--- config.mk ---
export PLATFORM = sky130hd
export DESIGN_NAME = fiq_stack_ctrl
export DESIGN_NICKNAME = d
export VERILOG_FILES = /design/src/rtl/fiq_ctrl_pkg.sv /design/src/rtl/fiq_req_arb.sv /design/src/rtl/fiq_stack_ctrl.sv
export SDC_FILE = /design/constraint.sdc
export NUM_CORES = 1
export LEC_CHECK = 0
export BUFFER_PORTS_ARGS = -buffer_cell sky130_fd_sc_hd__buf_2
export CORE_MARGIN = 4
export CORE_UTILIZATION = 44
export DETAILED_ROUTE_END_ITERATION = 6
export PLACE_DENSITY = 0.76
export SLEW_MARGIN = 10
export SYNTH_ARGS = -nofsm -noshare
export SYNTH_HDL_FRONTEND = slang
export SYNTH_SLANG_ARGS = --single-unit
--- constraint.sdc ---
create_clock -name clk -period 5.2 [get_ports clk]
set_input_delay 1.04 -clock clk [delete_from_list [all_inputs] [get_ports clk]]
set_output_delay 1.04 -clock clk [all_outputs]
set_load 0.02 [all_outputs]
--- src/rtl/fiq_ctrl_pkg.sv ---
// fiq_ctrl_pkg: shared types and constants for the FIQ stack controller.
//   state_t : controller FSM states (IDLE -> PUSH|POP -> DONE -> IDLE)
//   op_t    : accepted operation encoding (OP_FIQ, OP_RFI, OP_CL, OP_RL)
//   FB_*    : fb_inc / fb_dec step encodings; WE_* : bank write-enable patterns
package fiq_ctrl_pkg;

  typedef enum logic [1:0] {
    ST_IDLE = 2'd0,
    ST_PUSH = 2'd1,
    ST_POP  = 2'd2,
    ST_DONE = 2'd3
  } state_t;

  typedef enum logic [1:0] {
    OP_FIQ = 2'd0,
    OP_RFI = 2'd1,
    OP_CL  = 2'd2,
    OP_RL  = 2'd3
  } op_t;

  localparam logic [1:0] FB_NONE = 2'b00;
  localparam logic [1:0] FB_ONE  = 2'b01;
  localparam logic [1:0] FB_TWO  = 2'b10;

  localparam logic [1:0] WE_NONE = 2'b00;
  localparam logic [1:0] WE_LINK = 2'b10;
  localparam logic [1:0] WE_BOTH = 2'b11;

  localparam int unsigned NEST_W   = 4;
  localparam logic [3:0]  NEST_MAX = 4'd15;

  // Map a one-hot grant (bit0 fiq, bit1 rfi, bit2 cl, bit3 rl) to an op code.
  function automatic op_t grant_to_op(input logic [3:0] grant);
    op_t op;
    op = OP_FIQ;
    if (grant[1]) op = OP_RFI;
    if (grant[2]) op = OP_CL;
    if (grant[3]) op = OP_RL;
    return op;
  endfunction

endpackage

--- src/rtl/fiq_req_arb.sv ---
// fiq_req_arb: fixed-priority request selector, fiq > rfi > cl > rl.
//   req     [3:0] in  : bit0 fiq, bit1 rfi, bit2 cl, bit3 rl
//   grant_c [3:0] out : one-hot grant (combinational), zero when no request
module fiq_req_arb (
  input  logic [3:0] req,
  output logic [3:0] grant_c
);

  // Lower index wins; losing requests are simply not granted.
  always_comb begin
    grant_c = 4'b0000;
    if (req[0])      grant_c = 4'b0001;
    else if (req[1]) grant_c = 4'b0010;
    else if (req[2]) grant_c = 4'b0100;
    else if (req[3]) grant_c = 4'b1000;
  end

endmodule

--- src/rtl/fiq_stack_ctrl.sv ---
// fiq_stack_ctrl: sequences pushes/pops of link and SPSR words into an external
// FIQ register bank, tracking stack occupancy (sp) and FIQ nesting (fiq_nest).
//   clk, reset (async, active-high)
//   fiq_req / rfi_req / cl_req / rl_req : operation requests (sampled in IDLE)
//   link_in, spsr_in   : push operands        link_out, spsr_out : pop results
//   busy, done, err    : status
//   FIQ_W_En, fb_inc, fb_dec, FIQ_W_Addr, FIQ_R_Addr, FIQ_S_Addr,
//   Link_fiq_In, SPSR_fiq_In : bank controls   FIQ_R, FIQ_S : bank read data
//   sp (occupied words), fiq_nest (active FIQ depth)
// Optional: define FIQ_STACK_CTRL_GUARD_EN to reject overflow/underflow/
// unbalanced-rfi operations and raise a sticky err.
module fiq_stack_ctrl
  import fiq_ctrl_pkg::*;
#(
  parameter int unsigned DEPTH = 32,
  parameter int unsigned AW    = 5
) (
  input  logic          clk,
  input  logic          reset,
  input  logic          fiq_req,
  input  logic          rfi_req,
  input  logic          cl_req,
  input  logic          rl_req,
  input  logic [31:0]   link_in,
  input  logic [31:0]   spsr_in,
  output logic          busy,
  output logic          done,
  output logic          err,
  output logic [31:0]   link_out,
  output logic [31:0]   spsr_out,
  output logic [1:0]    FIQ_W_En,
  output logic [1:0]    fb_inc,
  output logic [1:0]    fb_dec,
  output logic [AW-1:0] FIQ_W_Addr,
  output logic [AW-1:0] FIQ_R_Addr,
  output logic [AW-1:0] FIQ_S_Addr,
  output logic [31:0]   Link_fiq_In,
  output logic [31:0]   SPSR_fiq_In,
  input  logic [31:0]   FIQ_R,
  input  logic [31:0]   FIQ_S,
  output logic [AW:0]   sp,
  output logic [3:0]    fiq_nest
);

  state_t     state;
  op_t        op_q;
  logic       rej_q;
  logic [3:0] grant_c;
  op_t        req_op_c;
  logic       reject_c;

  fiq_req_arb u_arb (
    .req     ({rl_req, cl_req, rfi_req, fiq_req}),
    .grant_c (grant_c)
  );

  assign req_op_c = grant_to_op(grant_c);

  // sp moves over 0..DEPTH, i.e. wraps modulo DEPTH+1.
  function automatic logic [AW:0] sp_step(input logic [AW:0] s, input logic up,
                                          input int unsigned k);
    logic [AW+1:0] s_ext;
    logic [AW+1:0] v;
    s_ext = {1'b0, s};
    if (up) begin
      v = s_ext + (AW+2)'(k);
      if (v > (AW+2)'(DEPTH)) v = v - (AW+2)'(DEPTH + 1);
    end else if (s_ext >= (AW+2)'(k)) begin
      v = s_ext - (AW+2)'(k);
    end else begin
      v = s_ext + (AW+2)'(DEPTH + 1) - (AW+2)'(k);
    end
    return v[AW:0];
  endfunction

`ifdef FIQ_STACK_CTRL_GUARD_EN
  logic [AW:0] free_c;
  assign free_c = (AW+1)'(DEPTH) - sp;

  // Reject when the bank cannot hold / does not contain the words moved.
  always_comb begin
    reject_c = 1'b0;
    case (req_op_c)
      OP_FIQ:  reject_c = free_c < (AW+1)'(2);
      OP_CL:   reject_c = free_c == '0;
      OP_RFI:  reject_c = (sp < (AW+1)'(2)) || (fiq_nest == '0);
      OP_RL:   reject_c = sp == '0;
      default: reject_c = 1'b0;
    endcase
  end

  // Sticky error, raised in the cycle the rejected operation would execute.
  always_ff @(posedge clk or posedge reset) begin
    if (reset) err <= 1'b0;
    else if ((state == ST_PUSH || state == ST_POP) && rej_q) err <= 1'b1;
  end
`else
  assign reject_c = 1'b0;
  assign err      = 1'b0;
`endif

  // Controller FSM; bank controls are registered on acceptance so they are
  // valid throughout the PUSH/POP cycle.
  always_ff @(posedge clk or posedge reset) begin
    if (reset) begin
      state       <= ST_IDLE;
      op_q        <= OP_FIQ;
      rej_q       <= 1'b0;
      busy        <= 1'b0;
      done        <= 1'b0;
      link_out    <= '0;
      spsr_out    <= '0;
      FIQ_W_En    <= WE_NONE;
      fb_inc      <= FB_NONE;
      fb_dec      <= FB_NONE;
      FIQ_W_Addr  <= '0;
      FIQ_R_Addr  <= '0;
      FIQ_S_Addr  <= '0;
      Link_fiq_In <= '0;
      SPSR_fiq_In <= '0;
      sp          <= '0;
      fiq_nest    <= '0;
    end else begin
      case (state)
        ST_IDLE: begin
          if (|grant_c) begin
            op_q        <= req_op_c;
            rej_q       <= reject_c;
            busy        <= 1'b1;
            Link_fiq_In <= link_in;
            SPSR_fiq_In <= spsr_in;
            FIQ_W_Addr  <= sp[AW-1:0];
            case (req_op_c)
              OP_FIQ: begin
                state <= ST_PUSH;
                if (!reject_c) begin
                  FIQ_W_En <= WE_BOTH;
                  fb_inc   <= FB_TWO;
                end
              end
              OP_CL: begin
                state <= ST_PUSH;
                if (!reject_c) begin
                  FIQ_W_En <= WE_LINK;
                  fb_inc   <= FB_ONE;
                end
              end
              OP_RFI: begin
                state      <= ST_POP;
                FIQ_R_Addr <= sp[AW-1:0] - AW'(2);
                FIQ_S_Addr <= sp[AW-1:0] - AW'(1);
                if (!reject_c) fb_dec <= FB_TWO;
              end
              default: begin
                state      <= ST_POP;
                FIQ_R_Addr <= sp[AW-1:0] - AW'(1);
                if (!reject_c) fb_dec <= FB_ONE;
              end
            endcase
          end
        end
        ST_PUSH: begin
          FIQ_W_En <= WE_NONE;
          fb_inc   <= FB_NONE;
          done     <= 1'b1;
          state    <= ST_DONE;
          if (!rej_q) begin
            if (op_q == OP_FIQ) begin
              sp <= sp_step(sp, 1'b1, 32'd2);
              if (fiq_nest != NEST_MAX) fiq_nest <= fiq_nest + 4'd1;
            end else begin
              sp <= sp_step(sp, 1'b1, 32'd1);
            end
          end
        end
        ST_POP: begin
          fb_dec <= FB_NONE;
          done   <= 1'b1;
          state  <= ST_DONE;
          if (!rej_q) begin
            link_out <= FIQ_R;
            if (op_q == OP_RFI) begin
              spsr_out <= FIQ_S;
              sp       <= sp_step(sp, 1'b0, 32'd2);
              if (fiq_nest != '0) fiq_nest <= fiq_nest - 4'd1;
            end else begin
              sp <= sp_step(sp, 1'b0, 32'd1);
            end
          end
        end
        default: begin
          done  <= 1'b0;
          busy  <= 1'b0;
          state <= ST_IDLE;
        end
      endcase
    end
  end

endmodule

==> run summary <==
The flow ran to the end, and the final reports show no timing, DRC or antenna violations. The worst endpoint data arrival time came out at 3.41 ns. Setup slack closes at 2.07 ns.

0 antenna diodes ended up in the layout. Buffers inserted during clock tree synthesis total 17. The number of placement rows came out at 47. The flip-flop and latch area came out at 0.00410 sq mm.

By area the synthesized netlist is led by sky130_fd_sc_hd__dfrtp_1, sky130_fd_sc_hd__mux2_2, sky130_fd_sc_hd__nand2_1, sky130_fd_sc_hd__ha_1, sky130_fd_sc_hd__xnor2_1. The number of nets at the end of the flow came out at 1105. The number of buffers on the longest clock path came out at 2. After routing, the total negative slack on setup checks comes to 0 ns. Yosys printed 0 warnings. The I/O pin count is 296. For this run the aggregate overflow at the end of global routing stands at 0. The final count of negative-setup-slack endpoints came out at 0. Of the cells placed in the final design, the portion with a size suffix greater than 1 is 46.1%. Per report_power, the clock group accounts for 16.5% of the total. The area overhead of the layout relative to synthesis is 29.9%. The total internal power came out at 0.00413 W. The count of max-cap constraint violations is 0. The floorplan step defined a die boundary enclosing 0.0193 sq mm. The fill cell instance count of the final layout came out at 1428. The element type at the critical path end is a flop. The insertion delay to the later sink of the worst-skew pair came out at 0.42 ns.

The maximum fanout encountered on the critical timing path is 22. The initial standard-cell utilization of the core is 45.2%. The sequential cell area fraction in the yosys report came out at 54.5%.

The number of nets produced by synthesis is 823. Across the VDD grid, the largest voltage drop is 0.000369 V. The DRC marker count from the first detailed-route iteration is 278. The count of unique library cells instantiated by Yosys is 63. Setup repair after global routing left no endpoint under its margin.

The largest total area in the synthesized netlist belongs to sky130_fd_sc_hd__dfrtp_1. The post-cts gate resize count is 0. STA classifies the critical path startpoint as a flop. The switching part of the total power is 44.7%.

The worst-path cell with the longest stage delay is sky130_fd_sc_hd__dfrtp_1. Ranked by instance count, the synthesized netlist is headed by sky130_fd_sc_hd__dfrtp_1, sky130_fd_sc_hd__nand2_1, sky130_fd_sc_hd__mux2_2. The slack of the worst reg-to-reg path came out at 2.07 ns. The highest clock rate came out at 0.319 GHz. The initial antenna violation count came to 0. The portion of total power attributed to combinational logic came out at 51.5%.

The share of flip-flops with an asynchronous set or reset is 100%. The total routing resource utilization after global routing came out at 20.5%. The dominant synthesized flop cell is sky130_fd_sc_hd__dfrtp_1.

TritonCTS built the clock tree. With fillers left out, the area of the finished cells amounts to 0.00978 sq mm. Summed over all nets, the switching power comes to 0.00334 W. The first detailed-routing pass ran for 4 iterations. The worst-case clock skew is 0.0156 ns. The detailed-route vias per instance came out at 5.13. The total buffers and inverters traversed by the critical path came out at 2.

The tree is rooted in a sky130_fd_sc_hd__clkbuf_16. The worst setup path is of the reg -> reg kind. The routed wire length is 19800 um.

Summing all placed instances gives a cell area of 0.00918 sq mm. Counting flops and latches in the post-synthesis netlist gives 164. Buffers added to address setup during post-CTS repair amount to 0. The measured slew at the worst slew-check pin is 1.01 ns.

The shortest clock period the worst path allows after layout came out at 3.13 ns. Averaged over all synthesized cells, the footprint is 11.2 sq um. The total area inside the core boundary comes to 0.0166 sq mm. The sequential share of power is 32.0%.

The H-tree generated during clock tree synthesis spans 4 levels. The count of buffers from port buffering is 294. The mapped cell area is 0.00752 sq mm. The share of synthesized area in the top cell type comes to 54.5%.

The sink count of the clock tree came out at 164. The clock transition time at the flip-flop clock pins of the worst setup and hold paths is 0.07 ns. Measured against its own limit, the worst slew margin works out to 32.8%. The most repeated cell in the gate-level netlist after synthesis is sky130_fd_sc_hd__dfrtp_1. On the critical path the largest part of the delay comes from flip-flops.

The critical path goes through inv_1 -> ha_1 -> inv_1 -> ha_1 -> xor2_1 -> a21oi_1 -> xor2_1 -> o211ai_1 -> nor3_1 -> a31oi_1. After detailed routing, the number of remaining DRC violations is 0. The required time reported for the critical path endpoint came out at 5.48 ns. The HPWL reported at the end of detailed placement is 14700 um. Counting flops with a built-in enable in the synthesized netlist gives 0. The share of the cycle needed by the critical path after routing is 60.2%. The width of the die is 139 um. In the final layout, the multi-input gates occupy 0.00320 sq mm. The first global-routing pass estimated 32400 um of wire. The hold violation count in the final report came out at 0. The number of buffers inserted by hold repair at cts came out at 0. The via count of the first global-routing pass came out at 6094. The maximum number of pins on one net before global-route repair came out at 83.

The post-route antenna net violation count came out at 0. The vertical die dimension is 139 um. The average wire length per cell after detail routing came out at 16.7 um. The routability congestion estimate from global placement came out at 0.878. In this run the power density over the cells is 764 mW/mm^2. The total via count in the routed design came out at 6079. The number of cells produced by synthesis is 670. The number of slew-limit violations in the final report is 0. The pre-CTS worst setup slack came out at 1.96 ns.

In this design, the stage delay of the slowest critical-path cell is 0.79 ns. The analysis attributes to cell leakage a power of 4.85 nW. The kind of path behind the tightest hold check is reg -> reg.
## path summary, 6_finish.rpt
kind	start	endpoint	depth (start not counted)
max in group asynchronous	reset	done	3
min reg2reg	spsr_out[30]	spsr_out[30]	2
min in group asynchronous	reset	link_out[5]	2
min	spsr_out[30]	spsr_out[30]	2
max reg2reg	sp[0]	sp[3]	10
max	sp[0]	sp[3]	10
## logic make-up (layout without fill, tap and decap cells)
family / after synthesis / after routing / synth area share (%)
compound gates: 91 / 91 / 8.08
buf+inv: 54 / 349 / 3.08
flops: 164 / 164 / 54.5
mux: 106 / 106 / 15.8
simple gates: 214 / 214 / 12.8
fa+ha+maj: 19 / 19 / 3.26
other cells: 1 / 1 / 0.0498
xor+xnor: 21 / 21 / 2.44
## power groups by stage
stage | clock network [W] | logic [W] | registers (W)
after floorplan | 0 | 0.00196 | 0.00308
after global placement | 0 | 0.00379 | 0.00237
after detailed placement | 0 | 0.00387 | 0.00240
after CTS | 0.00127 | 0.00387 | 0.00239
after global routing | 0.00133 | 0.00418 | 0.00247
final | 0.00124 | 0.00385 | 0.00239
## routing by layer
metal / up-vias / share of wire [%] / global-route usage [%]
met5: - / 0 / 0
met4: 0 / 1.1 / 5.77
met3: 14 / 8.5 / 6.34
met2: 271 / 49 / 34.1
met1: 2910 / 41 / 26.1
li1: 2884 / - / -
## area by class of cell
class                      count  share of cell area [%]
inverter                      17                   0.691
clock buffer                  18                    4.49
multi-input combinational    452                    32.7
clock inverter                14                    1.64
sequential                   164                    42.0
tap                          220                    2.82
timing repair buffer         300                    15.6
## metrics by stage
stage | util (%) | hold slack (ns) | cells | total power, W
floorplan | - | 0.542 | 670 | 0.00504
global placement | 55.1 | 0.454 | 1153 | 0.00616
detailed placement | 55.1 | 0.458 | 1153 | 0.00627
CTS | 58.7 | 0.476 | 1185 | 0.00753
global route | 58.7 | 0.497 | 1185 | 0.00798
finish | 58.7 | 0.472 | 1185 | 0.00747
## registers in the layout (all words and copies together) (netlist names)
name and cells:
FIQ_R_Addr 5, sp 6, FIQ_W_Addr 5, link_out 32
SPSR_fiq_In 32, fiq_nest 4, FIQ_W_En 2, spsr_out 32
Link_fiq_In 32, op_q 2, FIQ_S_Addr 5, fb_dec 2
state 2, fb_inc 1, done 1, busy 1
## placed cells by master, fill, tap and decap left out, types with 13 or more instances in the layout
master                      instances
sky130_fd_sc_hd__mux2_2           101
sky130_fd_sc_hd__o21ai_0           23
sky130_fd_sc_hd__nand2_1          131
sky130_fd_sc_hd__inv_1             15
sky130_fd_sc_hd__a21oi_1           13
sky130_fd_sc_hd__dfrtp_1          164
sky130_fd_sc_hd__nor2_1            23
sky130_fd_sc_hd__xnor2_1           15
sky130_fd_sc_hd__ha_1              17
sky130_fd_sc_hd__nor3_1            13
sky130_fd_sc_hd__clkbuf_16         17
sky130_fd_sc_hd__buf_2            294
## worst reg2reg max path: stages, from the launching register on
cell	delay, ns
sky130_fd_sc_hd__dfrtp_1	0.79
sky130_fd_sc_hd__inv_1	0.31
sky130_fd_sc_hd__ha_1	0.47
sky130_fd_sc_hd__inv_1	0.16
sky130_fd_sc_hd__ha_1	0.28
sky130_fd_sc_hd__xor2_1	0.16
sky130_fd_sc_hd__a21oi_1	0.20
sky130_fd_sc_hd__xor2_1	0.22
sky130_fd_sc_hd__o211ai_1	0.13
sky130_fd_sc_hd__nor3_1	0.18
sky130_fd_sc_hd__a31oi_1	0.11
(Power assumes the default switching activity.)
